File: src/rtl/dds_pkg.sv
// Shared encodings and reference constants for the DDS frequency-sweep controller.
package dds_pkg;

    localparam int DDS_FW_WIDTH = 32;
    // Tuning word for 1 kHz at a 100 MHz DDS clock
    localparam int FW_1KHZ      = 42949;

    typedef enum logic [1:0] {
        MODE_RAMP = 2'b00,
        MODE_SAW  = 2'b01,
        MODE_TRI  = 2'b10,
        MODE_TRI1 = 2'b11
    } mode_e;

    typedef enum logic [1:0] {
        ST_IDLE   = 2'b00,
        ST_HOLD   = 2'b01,
        ST_FINISH = 2'b10
    } state_e;

endpackage

File: src/rtl/dds_sweep_ctrl_step_clamp.sv
// Next tuning word for one sweep step, clamped to the sweep limits in either direction.
module dds_step_clamp #(
    parameter int W = 32
) (
    input  logic [W-1:0] cur_fw,
    input  logic [W-1:0] step_fw,
    input  logic [W-1:0] start_fw,
    input  logic [W-1:0] stop_fw,
    input  logic         step_down,
    output logic [W-1:0] next_fw
);

    logic [W:0] sum;
    logic [W:0] diff;

    // Extra MSB carries the overflow (up) or borrow (down)
    assign sum  = {1'b0, cur_fw} + {1'b0, step_fw};
    assign diff = {1'b0, cur_fw} - {1'b0, step_fw};

    always_comb begin
        next_fw = '0;
        if (step_down) begin
            if (diff[W] || (diff[W-1:0] <= start_fw)) next_fw = start_fw;
            else                                      next_fw = diff[W-1:0];
        end else begin
            if (sum[W] || (sum[W-1:0] >= stop_fw)) next_fw = stop_fw;
            else                                   next_fw = sum[W-1:0];
        end
    end

endmodule

File: src/rtl/dds_sweep_ctrl.sv
// Frequency-sweep controller driving the DDS tuning word: ramp, sawtooth and triangle sweeps.
module dds_sweep_ctrl
    import dds_pkg::*;
#(
    parameter int FW_WIDTH    = DDS_FW_WIDTH,
    parameter int DWELL_WIDTH = 24
) (
    input  logic                   CLK,
    input  logic                   RST,
    input  logic                   START,
    input  logic                   ABORT,
    input  logic [FW_WIDTH-1:0]    START_FW,
    input  logic [FW_WIDTH-1:0]    STOP_FW,
    input  logic [FW_WIDTH-1:0]    STEP_FW,
    input  logic [DWELL_WIDTH-1:0] DWELL,
    input  logic [1:0]             MODE,
    output logic [FW_WIDTH-1:0]    FREQW,
    output logic                   FREQ_UPD,
    output logic                   BUSY,
    output logic                   DONE
);

    state_e                 state_q, state_d;
    mode_e                  mode_q, mode_d;
    logic [FW_WIDTH-1:0]    start_q, start_d;
    logic [FW_WIDTH-1:0]    stop_q, stop_d;
    logic [FW_WIDTH-1:0]    step_q, step_d;
    logic [DWELL_WIDTH-1:0] dwell_q, dwell_d;
    logic [DWELL_WIDTH-1:0] cnt_q, cnt_d;
    logic                   degen_q, degen_d;
    logic                   dir_down_q, dir_down_d;
    logic [FW_WIDTH-1:0]    freqw_q, freqw_d;
    logic                   upd_q, upd_d;
    logic                   busy_q, busy_d;
    logic                   done_q, done_d;

    logic                   step_down;
    logic [FW_WIDTH-1:0]    next_fw;

    // Direction of the step about to be taken, including the turn-around at either limit
    assign step_down = dir_down_q ? (freqw_q != start_q) : (freqw_q == stop_q);

    dds_step_clamp #(.W(FW_WIDTH)) u_step (
        .cur_fw    (freqw_q),
        .step_fw   (step_q),
        .start_fw  (start_q),
        .stop_fw   (stop_q),
        .step_down (step_down),
        .next_fw   (next_fw)
    );

    always_comb begin
        state_d    = state_q;
        mode_d     = mode_q;
        start_d    = start_q;
        stop_d     = stop_q;
        step_d     = step_q;
        dwell_d    = dwell_q;
        cnt_d      = cnt_q;
        degen_d    = degen_q;
        dir_down_d = dir_down_q;
        freqw_d    = freqw_q;
        upd_d      = 1'b0;
        busy_d     = busy_q;
        done_d     = 1'b0;

        case (state_q)
            ST_IDLE: begin
                if (START && !ABORT) begin
                    mode_d     = mode_e'(MODE);
                    start_d    = START_FW;
                    stop_d     = STOP_FW;
                    step_d     = STEP_FW;
                    dwell_d    = DWELL;
                    cnt_d      = DWELL;
                    degen_d    = (STEP_FW == '0) || (STOP_FW <= START_FW);
                    dir_down_d = 1'b0;
                    freqw_d    = START_FW;
                    upd_d      = 1'b1;
                    busy_d     = 1'b1;
                    state_d    = ST_HOLD;
                end
            end

            ST_HOLD: begin
                if (ABORT) begin
                    busy_d  = 1'b0;
                    state_d = ST_IDLE;
                end else if (cnt_q != '0) begin
                    cnt_d = cnt_q - DWELL_WIDTH'(1);
                end else begin
                    cnt_d = dwell_q;
                    if (degen_q) begin
                        busy_d  = 1'b0;
                        done_d  = 1'b1;
                        state_d = ST_FINISH;
                    end else if (!dir_down_q && (freqw_q == stop_q)) begin
                        case (mode_q)
                            MODE_RAMP: begin
                                busy_d  = 1'b0;
                                done_d  = 1'b1;
                                state_d = ST_FINISH;
                            end
                            MODE_SAW: begin
                                freqw_d = start_q;
                                upd_d   = 1'b1;
                            end
                            default: begin
                                dir_down_d = 1'b1;
                                freqw_d    = next_fw;
                                upd_d      = 1'b1;
                            end
                        endcase
                    end else if (dir_down_q && (freqw_q == start_q)) begin
                        if (mode_q == MODE_TRI1) begin
                            busy_d  = 1'b0;
                            done_d  = 1'b1;
                            state_d = ST_FINISH;
                        end else begin
                            dir_down_d = 1'b0;
                            freqw_d    = next_fw;
                            upd_d      = 1'b1;
                        end
                    end else begin
                        freqw_d = next_fw;
                        upd_d   = 1'b1;
                    end
                end
            end

            ST_FINISH: begin
                busy_d  = 1'b0;
                state_d = ST_IDLE;
            end

            default: begin
                busy_d  = 1'b0;
                state_d = ST_IDLE;
            end
        endcase
    end

    always_ff @(posedge CLK or posedge RST) begin
        if (RST) begin
            state_q    <= ST_IDLE;
            mode_q     <= MODE_RAMP;
            start_q    <= '0;
            stop_q     <= '0;
            step_q     <= '0;
            dwell_q    <= '0;
            cnt_q      <= '0;
            degen_q    <= 1'b0;
            dir_down_q <= 1'b0;
            freqw_q    <= '0;
            upd_q      <= 1'b0;
            busy_q     <= 1'b0;
            done_q     <= 1'b0;
        end else begin
            state_q    <= state_d;
            mode_q     <= mode_d;
            start_q    <= start_d;
            stop_q     <= stop_d;
            step_q     <= step_d;
            dwell_q    <= dwell_d;
            cnt_q      <= cnt_d;
            degen_q    <= degen_d;
            dir_down_q <= dir_down_d;
            freqw_q    <= freqw_d;
            upd_q      <= upd_d;
            busy_q     <= busy_d;
            done_q     <= done_d;
        end
    end

    assign FREQW    = freqw_q;
    assign FREQ_UPD = upd_q;
    assign BUSY     = busy_q;
    assign DONE     = done_q;

endmodule

File: config.mk
export PLATFORM = sky130hd
export DESIGN_NAME = dds_sweep_ctrl
export DESIGN_NICKNAME = d
export VERILOG_FILES = /design/src/rtl/dds_pkg.sv /design/src/rtl/dds_sweep_ctrl_step_clamp.sv /design/src/rtl/dds_sweep_ctrl.sv
export SDC_FILE = /design/constraint.sdc
export NUM_CORES = 1
export LEC_CHECK = 0
export CAP_MARGIN = 20
export CORE_ASPECT_RATIO = 1.1
export CORE_MARGIN = 5
export CORE_UTILIZATION = 59
export DETAILED_ROUTE_END_ITERATION = 16
export PLACE_DENSITY = 0.84
export SLEW_MARGIN = 5
export SYNTH_ARGS = -nofsm -noshare
export SYNTH_HDL_FRONTEND = slang
export SYNTH_SLANG_ARGS = --single-unit
File: constraint.sdc
create_clock -name CLK -period 7.61 [get_ports CLK]
set_clock_uncertainty 0.15 [all_clocks]
set_input_delay 1.522 -clock CLK [delete_from_list [all_inputs] [get_ports CLK]]
set_output_delay 1.522 -clock CLK [all_outputs]
set_load 0.05 [all_outputs]
==> Word level (Yosys, flattened, before mapping) <==
Index checks and enable logic that the tools add are counted.
{ "word_totals": {"word_cells": 118, "register_bits": 185, "out_inout_bits": 35, "inputBits": 126} }
{ "classes": {"eq_ne": 19, "reduce_logical": 19, "magnitude_cmp": 3, "n_addsub": 3, "mux": 61} }
{ "ops": {"columns": ["cell", "count"], "rows": [
  ["two-way mux 32 bit", 10],
  ["case mux 32 bit (2 select lines)", 2],
  ["two-way mux 24 bit", 3],
  ["equality test 32 bit", 2],
  ["<= comparator 32 bit", 2],
  ["case mux 24 bit (2 select lines)", 1],
  ["adder 32 x 32 -> 33 bit", 1],
  ["two-way mux 1 bit", 33],
  ["subtractor 32 x 32 -> 33 bit", 1],
  [">= comparator 32 bit", 1],
  ["logical NOT 32 bit", 1],
  ["!= test 32 bit", 1],
  ["nonzero test 24 bit", 1],
  ["subtractor 24 x 1 -> 24 bit, second input constant", 1],
  ["two-way mux 2 bit", 8],
  ["!= test 3 bit, second input constant", 5],
  ["!= test 5 bit, second input constant", 2],
  ["!= test 2 bit, second input constant", 4],
  ["AND reduction 8 bit", 1],
  ["AND reduction 7 bit", 1],
  ["case mux 1 bit (2 select lines)", 3],
  ["!= test 5 x 4 -> 1 bit, second input constant", 1],
  ["AND reduction 5 bit", 1],
  ["equality test 2 x 1 -> 1 bit, second input constant", 2],
  ["11 further kinds", 17]
]} }

==> Logic depth before layout (Yosys ltp) <==
Gate-level depths: netlist (run 1).
{ "depth": {"depth_word": 12, "ltp_mapped": 24, "ltp_nobuf": 22} }

==> Modules after synthesis <==
Synthesis (run 1) repeated with hierarchy kept, for this count alone.
{ "unflattened": {"hier_cells": 2038, "area_unflattened_um2": 16234.3} }
{ "modules_own_cells": {"columns": ["mod", "area_each_um2", "instances", "cells_per_inst", "seq_area_each_um2"], "rows": [
  ["dds_sweep_ctrl", 10274.9, 1, 1157, 4604.4],
  ["dds_step_clamp", 5959.5, 1, 881, 0.0]
]} }

==> Worst setup path after synthesis (run 1) <==
Ideal clock, no wire load.
{ "synth_path": {"path_type": "reg-to-reg", "from": "register freqw_q[3] (netlist: FREQW[3])", "to": "register freqw_q[21] (netlist: FREQW[21])", "path_stages_with_launch": 23, "arrival_time_ns": 5.004, "path_slack_ns": 2.329, "synth_period_minus_slack_ns": 5.281, "setup_time_ns": 0.127, "n_path_buf": 3, "required_time_ns": 7.333, "cell_sequence": "dfrtp_1 ha_1 clkbuf_1 nor3b_1 nor3_1 a21oi_1 o31ai_1 o211ai_1 a21oi_1 xnor2_1 inv_1 ha_1 a211oi_1 nor2_1 a2111oi_0 nand3_1 a311oi_1 o41a_1 buf_6 buf_6 mux2_1 a21oi_1 nand3_1"} }
{ "synth_between": {"elab_chain_cells": 12, "word_cells_on_any_way": 26, "cone_classes": "add/sub: 2; order compare: 2; eq/ne: 5; mux: 12; reduce/logical: 5"} }
{ "synth_rtl": {"columns": ["item", "line", "source"], "rows": [
  ["from (decl)", "dds_sweep_ctrl.sv:32", "logic [FW_WIDTH-1:0] freqw_q, freqw_d;"],
  ["from (signal assigned)", "dds_sweep_ctrl.sv:168", "freqw_q <= freqw_d;"],
  ["adder 32 x 32 -> 33 bit / subtractor 32 x 32 -> 33 bit (equally long branches)", "dds_sweep_ctrl_step_clamp.sv:17, dds_sweep_ctrl_step_clamp.sv:18", null],
  [">= comparator 32 bit / <= comparator 32 bit (equally long branches)", "dds_sweep_ctrl_step_clamp.sv:26, dds_sweep_ctrl_step_clamp.sv:23", null],
  ["logical OR 1 bit (on tied branches)", "dds_sweep_ctrl_step_clamp.sv:26, dds_sweep_ctrl_step_clamp.sv:23", null],
  ["two-way mux 32 bit (on tied branches)", "dds_sweep_ctrl_step_clamp.sv:26, dds_sweep_ctrl_step_clamp.sv:23", null],
  ["two-way mux 32 bit", "dds_sweep_ctrl_step_clamp.sv:22", "if (step_down) begin"],
  ["two-way mux 32 bit", "dds_sweep_ctrl.sv:115", "if (mode_q == MODE_TRI1) begin"],
  ["two-way mux 32 bit", "dds_sweep_ctrl.sv:114", "end else if (dir_down_q && (freqw_q == start_q)) begin"],
  ["two-way mux 32 bit", "dds_sweep_ctrl.sv:97", "end else if (!dir_down_q && (freqw_q == stop_q)) begin"],
  ["two-way mux 32 bit", "dds_sweep_ctrl.sv:93", "if (degen_q) begin"],
  ["two-way mux 32 bit", "dds_sweep_ctrl.sv:89", "end else if (cnt_q != '0) begin"],
  ["two-way mux 32 bit", "dds_sweep_ctrl.sv:86", "if (ABORT) begin"],
  ["case mux 32 bit (2 select lines)", "dds_sweep_ctrl.sv:67", "case (state_q)"]
]} }
Parallel ways exist; a longest one is shown, timed or not. The select of a mux whose other input is x is not followed.
A chain may end at the register's enable or synchronous reset.

==> Worst setup path in the final report (run 1) <==
{ "layout_path": {"from": "register freqw_q[3] (netlist: FREQW[3])", "to": "register freqw_q[12] (netlist: FREQW[12])"} }
The elaborated chain is that of the path after synthesis.

==> key figures, run 1 <==
Pwr
  – Pwr dens: 351.7 nW/um^2
  – VDD IR max: 0.2244 mV
  – Cell leakage power: 0.007976 uW
  – Total chip power: 6444 uW

Die
  – Die height: 182.3 um
  – Top-Level Pins: 161
  – Cell row count: 63
  – Initial Utilization: 59.39%
  – Die area: 30370 um^2
  – Core footprint: 26800 um^2
  – Chip width: 166.6 um

Final layout
  – Fill count: 2237
  – Share of cells above drive strength 1: 4.739%
  – Post-layout util: 68.36%
  – Ant diodes: 0
  – Nets: 2387
  – Layout area overhead: 15.10%
  – Post-Layout Cell Count: 2467

Worst hold path
  – Worst hold path class: flop to flop

Global routing
  – Initial antenna violation count: 1
  – Largest net degree at the start of global routing: 217
  – GRT Util Overall: 35.60%
  – Global-route wire length before repair: 85200 um
  – Vias in the first global route: 14991
  – Global route overflow: 0

Logic synthesis
  – Syn_area_per_cell: 7.982 um^2
  – Total number of yosys warnings: 0
  – Ys async rst share: 100.0%
  – Cell area after synthesis: 15920 um^2
  – Top-count cell post-synth: nand2_1
  – Synthesized flop and latch total: 184
  – Largest cells by area after synthesis: dfrtp_1 29%, ha_1 13%, nand2_1 6.8%
  – Syn Nets: 2284
  – Sequential area share after synthesis: 28.93%
  – Cell variety after synth: 84
  – Cells after Synth: 1994
  – Share of the synthesized area in the top cell type: 28.93%
  – Synth top cells by count: 288 x nand2_1, 184 x dfrtp_1, 181 x o21ai_0
  – Post-synth EDFFs: 0
  – Leading area contributor after synthesis: dfrtp_1
  – Top_reg_cell synth: dfrtp_1

Clock network
  – Clock Latency Late Sink: 0.45 ns
  – Setup Buffers After CTS: 0
  – TritonCTS clock tree: yes
  – Longest Clk Path Bufs: 2
  – Root Driver: clkbuf_16
  – Clock Sinks: 184
  – Cts repair resizes: 0
  – Reg clk slew, reported paths: 0.08 ns
  – H-tree depth: 4
  – Cts hold-fix bufs: 0
  – Num CTS Buffers: 17

Drt
  – Routed Antenna Nets: 0
  – Drc violations: 0
  – DR vias/cell: 6.334
  – Routed WL per cell: 22.54 um
  – Routed wire length: 55610 um
  – DR iter-0 viols: 1767
  – DR pass1 iterations: 6
  – Via count: 15627

Timing
  – Peak Freq: 144.9 MHz
  – Period utilisation layout: 90.68%
  – Setup_tns: 0 ns
  – RSZ-0062 raised after global routing: false
  – Final hold violations: 0
  – Minimum clock period: 6.901 ns
  – Setup WS post-layout: 0.7091 ns
  – Slew Viols, Final: 0
  – Measured slew at the worst slew-check pin: 1.171 ns
  – Relative slew slack: 21.06%
  – Finish-stage setup viols: 0

Worst setup path
  – Crit end category: flop
  – Worst endpoint required time: 7.82 ns
  – Critical Path AT: 7.11 ns
  – Startpoint types: flop
  – Worst Path Max Fanout: 21
  – Setup Crit Path Kind: flop to flop

Job
  – MaxCap Viol Count: 0

Place
  – Cells after DPL: 2434
  – Detailed placement HPWL: 42720 um
  – Pre-CTS WS: 0.8814 ns
  – PortBufs: 160
  – Routability Congestion: 1.060

Status
  – Run status: complete, no violations
-- worst max-delay path, stage by stage, from the launching register on --
cell       delay, ns
dfrtp_1         0.47
ha_1            0.52
nor3b_1         0.09
nor3_1          0.32
a21oi_1         0.21
o31ai_1         0.70
o211ai_1        0.31
a21oi_1         0.25
xnor2_1         0.28
inv_1           0.12
ha_1            0.33
a211oi_1        0.28
nor2_1          0.08
a2111oi_0       0.48
nand3_1         0.15
a311oi_1        0.37
o41a_2          0.69
buf_4           0.38
mux2i_1         0.13
mux2_2          0.28
a31oi_1         0.19
-- cell families after synthesis --
| family | count (synthesis) | share of synthesized area [%] |
|---|---|---|
| flops | 184 | 28.93 |
| buf+inv | 260 | 6.540 |
| compound gates | 570 | 21.93 |
| simple gates | 621 | 18.25 |
| xor+xnor | 134 | 7.374 |
| fa+ha+maj | 164 | 12.99 |
| mux | 61 | 3.985 |
-- per-stage QoR --
stage               hold WS, ns  area [um^2]
finish                   0.3312        18320
global route             0.3582        18320
CTS                      0.3320        18310
detailed placement       0.3127        17730
global placement         0.3075        17730
floorplan                0.2950        15920
-- layout by cell type (no fill, tap or decap), types with 6 or more instances in the layout --
| cell | count |
|---|---|
| nand3_1 | 37 |
| inv_1 | 164 |
| o31a_1 | 8 |
| mux2i_1 | 42 |
| dfrtp_1 | 184 |
| nor4_1 | 32 |
| a21oi_1 | 167 |
| xor2_1 | 51 |
| a21boi_0 | 10 |
| o211ai_1 | 13 |
| o21ai_0 | 181 |
| mux2_2 | 18 |
| o31ai_1 | 14 |
| buf_4 | 14 |
| ha_1 | 162 |
| nor2b_1 | 16 |
| a211oi_1 | 43 |
| and2_1 | 6 |
| nand2b_1 | 13 |
| xnor2_1 | 83 |
| or3_1 | 8 |
| nor2_1 | 107 |
| and3_1 | 7 |
| clkdlybuf4s50_1 | 160 |
| a21o_1 | 21 |
| o22ai_1 | 7 |
| o21a_1 | 8 |
| nand2_1 | 287 |
| clkbuf_16 | 17 |
| inv_8 | 6 |
| o21bai_1 | 15 |
| nor3_1 | 40 |
| nand4_1 | 35 |
| a31oi_1 | 24 |
-- area by class of cell --
cell class	instances	area, um^2	share of cell area (%)
Clock inverter	15	155.1	0.8469
Sequential cell	184	4604	25.13
Inverter	168	639.4	3.490
Tap cell	357	446.7	2.438
Multi-Input combinational cell	1550	10310	56.30
Timing Repair Buffer	176	1734	9.466
Clock buffer	17	425.4	2.322
-- layer usage --
metal / share of wire [%] / vias up / track usage [%] / wire (um)
met2: 45 / 811 / 56.14 / 25110
li1: - / 7259 / - / -
met1: 41 / 7413 / 47.55 / 22560
met5: 0.023 / - / 0 / 13
met4: 5.1 / 2 / 16.89 / 2823
met3: 9.2 / 142 / 6.651 / 5095
-- registers in the layout (all words and copies together) (netlist names), 2 cells and up --
signal and cells:
FREQW 32, start_q 32, step_q 32, stop_q 32
cnt_q 24, dwell_q 24, mode_q 2, state_q 2
-- report_power, final --
group | leakage (uW) | total (uW) | internal [uW] | switching, uW
clock | 0.000276 | 912 | 440 | 472
combinational | 0.00544 | 4080 | 1530 | 2550
sequential | 0.00226 | 1450 | 1180 | 272
-- final timing paths --
path,endpoint,depth (start not counted),from,slack [ns]
min,dwell_q[18],2,dwell_q[18],0.33
min reg2reg,dwell_q[18],2,dwell_q[18],0.33
max in group asynchronous,start_q[25],3,RST,4.45
max,FREQW[12],20,FREQW[3],0.71
min in group asynchronous,dwell_q[14],2,RST,1.57
max reg2reg,FREQW[12],20,FREQW[3],0.71
No activity file was read; power rests on OpenSTA's default activity.
==> run 2, diff against run 1 <==
- CAP_MARGIN: 20 -> unset
- CORE_UTILIZATION: 59 -> 60
- CTS_BUF_LIST: unset -> sky130_fd_sc_hd__clkbuf_8
- PLACE_DENSITY: 0.84 -> 0.85
- RECOVER_POWER: unset -> 50
==> run 2 against run 1 <==
  * Die area down 1.6%
  * Critical endpoint is now FREQW[27]
  * Setup slack better by 0.22 ns
  * Sequential share of layout area increased by 0.30 points
  * The flow now finishes with violations (max-capacitance violations, max-slew violations)
  * Wire length is 2.5% higher
==> key figures, run 2 (synthesis results as in run 1) <==
Timing
  – Measured slew at the worst slew-check pin: 3.042 ns (+1.871 ns)
  – Hold WS: 0.3385 ns (+0.007313 ns)
  – Setup_tns: 0 ns (unchanged)
  – Slew Viols, Final: 170 (+170)
  – Minimum clock period: 6.677 ns (-0.2236 ns)
  – Final hold violations: 0 (unchanged)
  – Peak Freq: 149.8 MHz (+3.3%)
  – Period utilisation layout: 87.74% (-2.9 points)
  – Setup WS post-layout: 0.9327 ns (+0.2236 ns)
  – Finish-stage setup viols: 0 (unchanged)
  – Relative slew slack: -102.8% (-120 points)
  – RSZ-0062 raised after global routing: false

Drt
  – Drc violations: 0 (unchanged)
  – Via count: 15801 (+1.1%)
  – DR pass1 iterations: 8 (+2)
  – DR iter-0 viols: 1761 (-0.34%)
  – Routed WL per cell: 23.12 um (+2.6%)
  – Routed wire length: 57010 um (+2.5%)
  – Routed Antenna Nets: 0 (unchanged)
  – DR vias/cell: 6.408 (+1.2%)

Status
  – Failing checks: max-capacitance violations, max-slew violations
  – Run status: finished, violations left

Die
  – Chip width: 165.3 um (-0.79%)
  – Die area: 29890 um^2 (-1.6%)
  – Die height: 180.8 um (-0.79%)
  – Initial Utilization: 60.88% (+1.5 points)
  – Top-Level Pins: 161 (unchanged)
  – Core footprint: 26140 um^2 (-2.5%)
  – Cell row count: 62 (-1.6%)

Clock network
  – Clock Latency Late Sink: 0.50 ns (+0.05 ns)
  – Setup Buffers After CTS: 0 (unchanged)
  – Cts repair resizes: 0 (unchanged)
  – Num CTS Buffers: 17 (unchanged)
  – TritonCTS clock tree: yes
  – Root Driver: clkbuf_8
  – Clock Sinks: 184 (unchanged)
  – H-tree depth: 4 (unchanged)
  – Reg clk slew, reported paths: 0.11 ns (+0.03 ns)
  – Cts hold-fix bufs: 0 (unchanged)
  – Longest Clk Path Bufs: 2 (unchanged)

Final layout
  – Fill count: 2261 (+1.1%)
  – Most frequent cells in the layout: 287 x nand2_1, 184 x dfrtp_1, 181 x o21ai_0, 167 x a21oi_1, 165 x inv_1
  – Layout area overhead: 13.73%
  – Share of cells above drive strength 1: 4.541% (-0.20 points)
  – Commonest non-fill, non-tap cell in the layout: nand2_1
  – Nets: 2391 (+0.17%)
  – Ant diodes: 0 (unchanged)

Global routing
  – Initial antenna violation count: 0 (-1)
  – Global-route wire length before repair: 87100 um (+2.2%)
  – Global route overflow: 0 (unchanged)
  – Vias in the first global route: 15300 (+2.1%)
  – GRT Util Overall: 37.55% (+2.0 points)
  – Largest net degree at the start of global routing: 217 (unchanged)

Pwr
  – Cell leakage power: 0.007902 uW (-0.92%)
  – Pwr dens: 347.9 nW/um^2 (-1.1%)
  – VDD IR max: 0.2152 mV (-4.1%)

Worst setup path
  – Startpoint types: flop
  – Slowest CP cell: buf_4
  – Crit path buffers/inverters: 4 (+2)
  – Setup Crit Path Kind: flop to flop
  – Crit-path leading delay family: compound AO/OA/AOI/OAI gates
  – Critical Path AT: 6.87 ns (-0.24 ns)
  – Crit-path cells: inv_1 > ha_1 > inv_1 > fa_1 > a211oi_1 > o21ai_0 > a31oi_1 > o41ai_1 > buf_4 > and3_1 > o211ai_1 > nand3_1 > and2_1 > ha_1 > nand4_1 > nor4_1 > a221oi_1 > o21ai_0 > a22oi_1 > nor3_4 > buf_4 > o21a_1 > o221a_2 > a21oi_1
  – Biggest cell delay along the critical path: 0.50 ns (-0.20 ns)
  – Crit end category: flop
  – Worst endpoint required time: 7.80 ns (-0.02 ns)
  – Worst Path Max Fanout: 27 (+29%)

Worst hold path
  – Worst hold path class: flop to flop

Place
  – Detailed placement HPWL: 44260 um (+3.6%)
  – Routability Congestion: 1.027 (-3.0%)
  – Pre-CTS WS: 1.152 ns (+0.2702 ns)
  – PortBufs: 160 (unchanged)

Job
  – MaxCap Viol Count: 2 (+2)
## run 2: worst min-delay path, cell delays in order (launching register included)
cell and delay, ns:
dfrtp_1 0.36, nand2_1 0.05, nand2_1 0.06
## run 2: area by class of cell
cell class | instances | area (um^2) | area share (%)
inverters | 168 | 635.6 | 3.511
clock buffers | 18 | 247.7 | 1.369
well taps | 352 | 440.4 | 2.433
multi-input cells | 1550 | 10270 | 56.71
repair buffers | 180 | 1758 | 9.711
clock inverters | 14 | 150.1 | 0.8294
flip-flops and latches | 184 | 4604 | 25.44
## run 2: routing by layer
layer | vias up | share of wire, % | wire, um | track usage [%]
li1 | 7269 | - | - | -
met1 | 7496 | 40 | 22860 | 50.86
met2 | 887 | 45 | 25850 | 58.59
met3 | 149 | 9.7 | 5529 | 7.179
met4 | 0 | 4.9 | 2771 | 16.11
met5 | - | 0 | 0 | 0
## run 2: where the power goes
group	switching, uW	internal (uW)	total [uW]
Sequential	272	1180	1450
Combinational	2580	1550	4130
Clock	433	282	716
## run 2: through the flow
stage	cell area, um^2	cells	utilization [%]	power [uW]
after detailed placement	17760	2434	67.93	5441
after global routing	18100	2466	69.24	6663
after floorplan	15920	1994	-	4205
after global placement	17760	2434	67.93	5378
after CTS	18160	2466	69.45	6172
final	18100	2466	69.24	6298
## run 2: path summary, 6_finish.rpt
path / start / to / slack (ns) / cells past startpoint
min in group asynchronous: RST / cnt_q[12] / 2.27 / 2
worst max register to register: FREQW[0] / FREQW[27] / 0.93 / 24
worst max-delay path: FREQW[0] / FREQW[27] / 0.93 / 24
worst min register to register: dwell_q[8] / dwell_q[8] / 0.34 / 2
max in group asynchronous: RST / step_q[23] / 2.50 / 3
worst min-delay path: dwell_q[8] / dwell_q[8] / 0.34 / 2
==> run 3, diff against run 2 <==
- GPL_ROUTABILITY_DRIVEN: unset -> 0
==> run 3 against run 2 <==
  * First-iteration DRC count rose by 26%
  * Worst hold slack got worse by 0.0016 ns
  * Combinational power fell by 1%
  * Global-route usage fell by 1.7 points
  * Utilization fell by 0.40 points
  * Setup slack got worse by 0.29 ns
  * Sequential power barely moved
  * The run still ends with max-capacitance violations, max-slew violations left
  * Critical endpoint is now degen_q
  * Flip-flop and latch count did not move
  * Wire length fell by 4.5%
  * Via count rose by 1.6%
  * Non-clock buffer count fell by 9
  * Total power fell by 1.4%
==> key figures, run 3 (synthesis results as in run 1) <==
Drt
  – Routed WL per cell: 22.16 um (-4.1%)
  – Routed Antenna Nets: 0 (unchanged)
  – DR iter-0 viols: 2219 (+26%)
  – Drc violations: 0 (unchanged)
  – DR pass1 iterations: 7 (-1)
  – Routed wire length: 54450 um (-4.5%)
  – Via count: 16060 (+1.6%)
  – DR vias/cell: 6.536 (+2.0%)

Final layout
  – Post-Layout Cell Count: 2457 (-0.36%)
  – Commonest non-fill, non-tap cell in the layout: nand2_1
  – Ant diodes: 0 (unchanged)
  – Layout area overhead: 13.08%
  – Most frequent cells in the layout: 287 x nand2_1, 184 x dfrtp_1, 181 x o21ai_0, 167 x a21oi_1, 165 x inv_1
  – Share of cells above drive strength 1: 4.228% (-0.31 points)
  – Nets: 2382 (-0.38%)

Status
  – Failing checks: max-capacitance violations, max-slew violations
  – Run status: finished, violations left

Place
  – Cells after DPL: 2425 (-0.37%)
  – Pre-CTS WS: 1.015 ns (-0.1363 ns)
  – PortBufs: 160 (unchanged)
  – Detailed placement HPWL: 41230 um (-6.8%)

Clock network
  – Setup Buffers After CTS: 0 (unchanged)
  – Cts hold-fix bufs: 0 (unchanged)
  – Reg clk slew, reported paths: 0.11 ns (about the same)
  – TritonCTS clock tree: yes
  – Longest Clk Path Bufs: 2 (unchanged)
  – Cts repair resizes: 0 (unchanged)
  – Root Driver: clkbuf_8
  – Clock Latency Late Sink: 0.51 ns (about the same)
  – Clock Sinks: 184 (unchanged)
  – Num CTS Buffers: 17 (unchanged)
  – H-tree depth: 4 (unchanged)

Global routing
  – Largest net degree at the start of global routing: 217 (unchanged)
  – Global route overflow: 0 (unchanged)
  – GRT Util Overall: 35.84% (-1.7 points)
  – Vias in the first global route: 15582 (+1.8%)
  – Global-route wire length before repair: 84470 um (-3.0%)
  – Initial antenna violation count: 0 (unchanged)

Timing
  – Minimum clock period: 6.964 ns (+0.2870 ns)
  – Final hold violations: 0 (unchanged)
  – Slew Viols, Final: 380 (+120%)
  – Peak Freq: 143.6 MHz (-4.1%)
  – Measured slew at the worst slew-check pin: 5.113 ns (+2.071 ns)
  – Period utilisation layout: 91.52% (+3.8 points)
  – Setup WS post-layout: 0.6457 ns (-0.2870 ns)
  – Hold WS: 0.3370 ns (-0.001585 ns)
  – Relative slew slack: -240.9% (-140 points)
  – Finish-stage setup viols: 0 (unchanged)
  – RSZ-0062 raised after global routing: false
  – Setup_tns: 0 ns (unchanged)

Pwr
  – Pwr dens: 345.1 nW/um^2 (-0.81%)
  – VDD IR max: 0.2100 mV (-2.4%)
  – Cell leakage power: 0.007841 uW (-0.77%)
  – Total chip power: 6211 uW (-1.4%)

Die
  – Top-Level Pins: 161 (unchanged)
  – Chip width: 165.3 um (unchanged)
  – Die area: 29890 um^2 (unchanged)
  – Die height: 180.8 um (unchanged)
  – Cell row count: 62 (unchanged)
  – Core footprint: 26140 um^2 (unchanged)
  – Initial Utilization: 60.88% (unchanged)

Worst setup path
  – Critical Path AT: 7.19 ns (+0.32 ns)
  – Crit end category: flop
  – Worst Path Max Fanout: 216 (+700%)
  – Crit path launch: ABORT
  – Reg2reg start: FREQW[0]
  – Depth of the most critical reg-to-reg path: 24 (unchanged)
  – Startpoint types: input port
  – FF-to-FF setup slack: 0.65 ns (-0.29 ns)
  – Setup Crit Path Kind: input port to flop
  – Worst endpoint required time: 7.84 ns (+0.04 ns)
  – R2r endpoint: FREQW[2]

Worst hold path
  – Hold path start: dwell_q[14]
  – Worst hold path class: flop to flop
  – WHS Path Cells: 2 (unchanged)
  – Hold Path End: dwell_q[14]

Job
  – MaxCap Viol Count: 3 (+1)
==> run 3: layout make-up <==
class                   instances  area (um^2)
fillers                      2123         8144
inverters                     168        631.9
clock inverters                15        132.6
repair buffers                171         1678
flip-flops and latches        184         4604
well taps                     352        440.4
multi-input cells            1550        10280
clock buffers                  17        234.0
==> run 3: worst max path at each step <==
stage           endpoint  slack, ns  cells after the start
2_1_floorplan       DONE       0.94                      1
3_3_place_gp   FREQW[16]       1.17                     24
3_5_place_dp    FREQW[2]       1.02                     24
4_1_cts         FREQW[2]       0.92                     24
5_1_grt        FREQW[26]       0.33                      2
6_report         degen_q       0.65                      6
==> run 3: per-layer routing <==
layer / up-vias / track usage [%] / wire, um
met2: 1113 / 53.73 / 23640
met3: 279 / 9.093 / 6643
met1: 7431 / 45.82 / 19940
met5: - / 0 / 0
met4: 0 / 22.84 / 4223
li1: 7237 / - / -
==> run 3: power by group <==
part | total (uW) | internal, uW | switching (uW)
combinational | 4080 | 1530 | 2550
clock | 675 | 239 | 435
sequential | 1460 | 1180 | 277
==> run 3: through the flow <==
step	instance area, um^2	utilization [%]
after CTS	18060	69.09
after global placement	17700	67.69
after floorplan	15920	-
after detailed placement	17700	67.69
final	18000	68.85
after global routing	18000	68.85
==> run 3: worst max-delay path: stages <==
cell and delay (ns):
dlygate4sd3_1 0.64, nor4b_2 0.37, clkbuf_2 2.66, o21ai_0 1.18, o22ai_1 0.39, o31ai_1 0.15
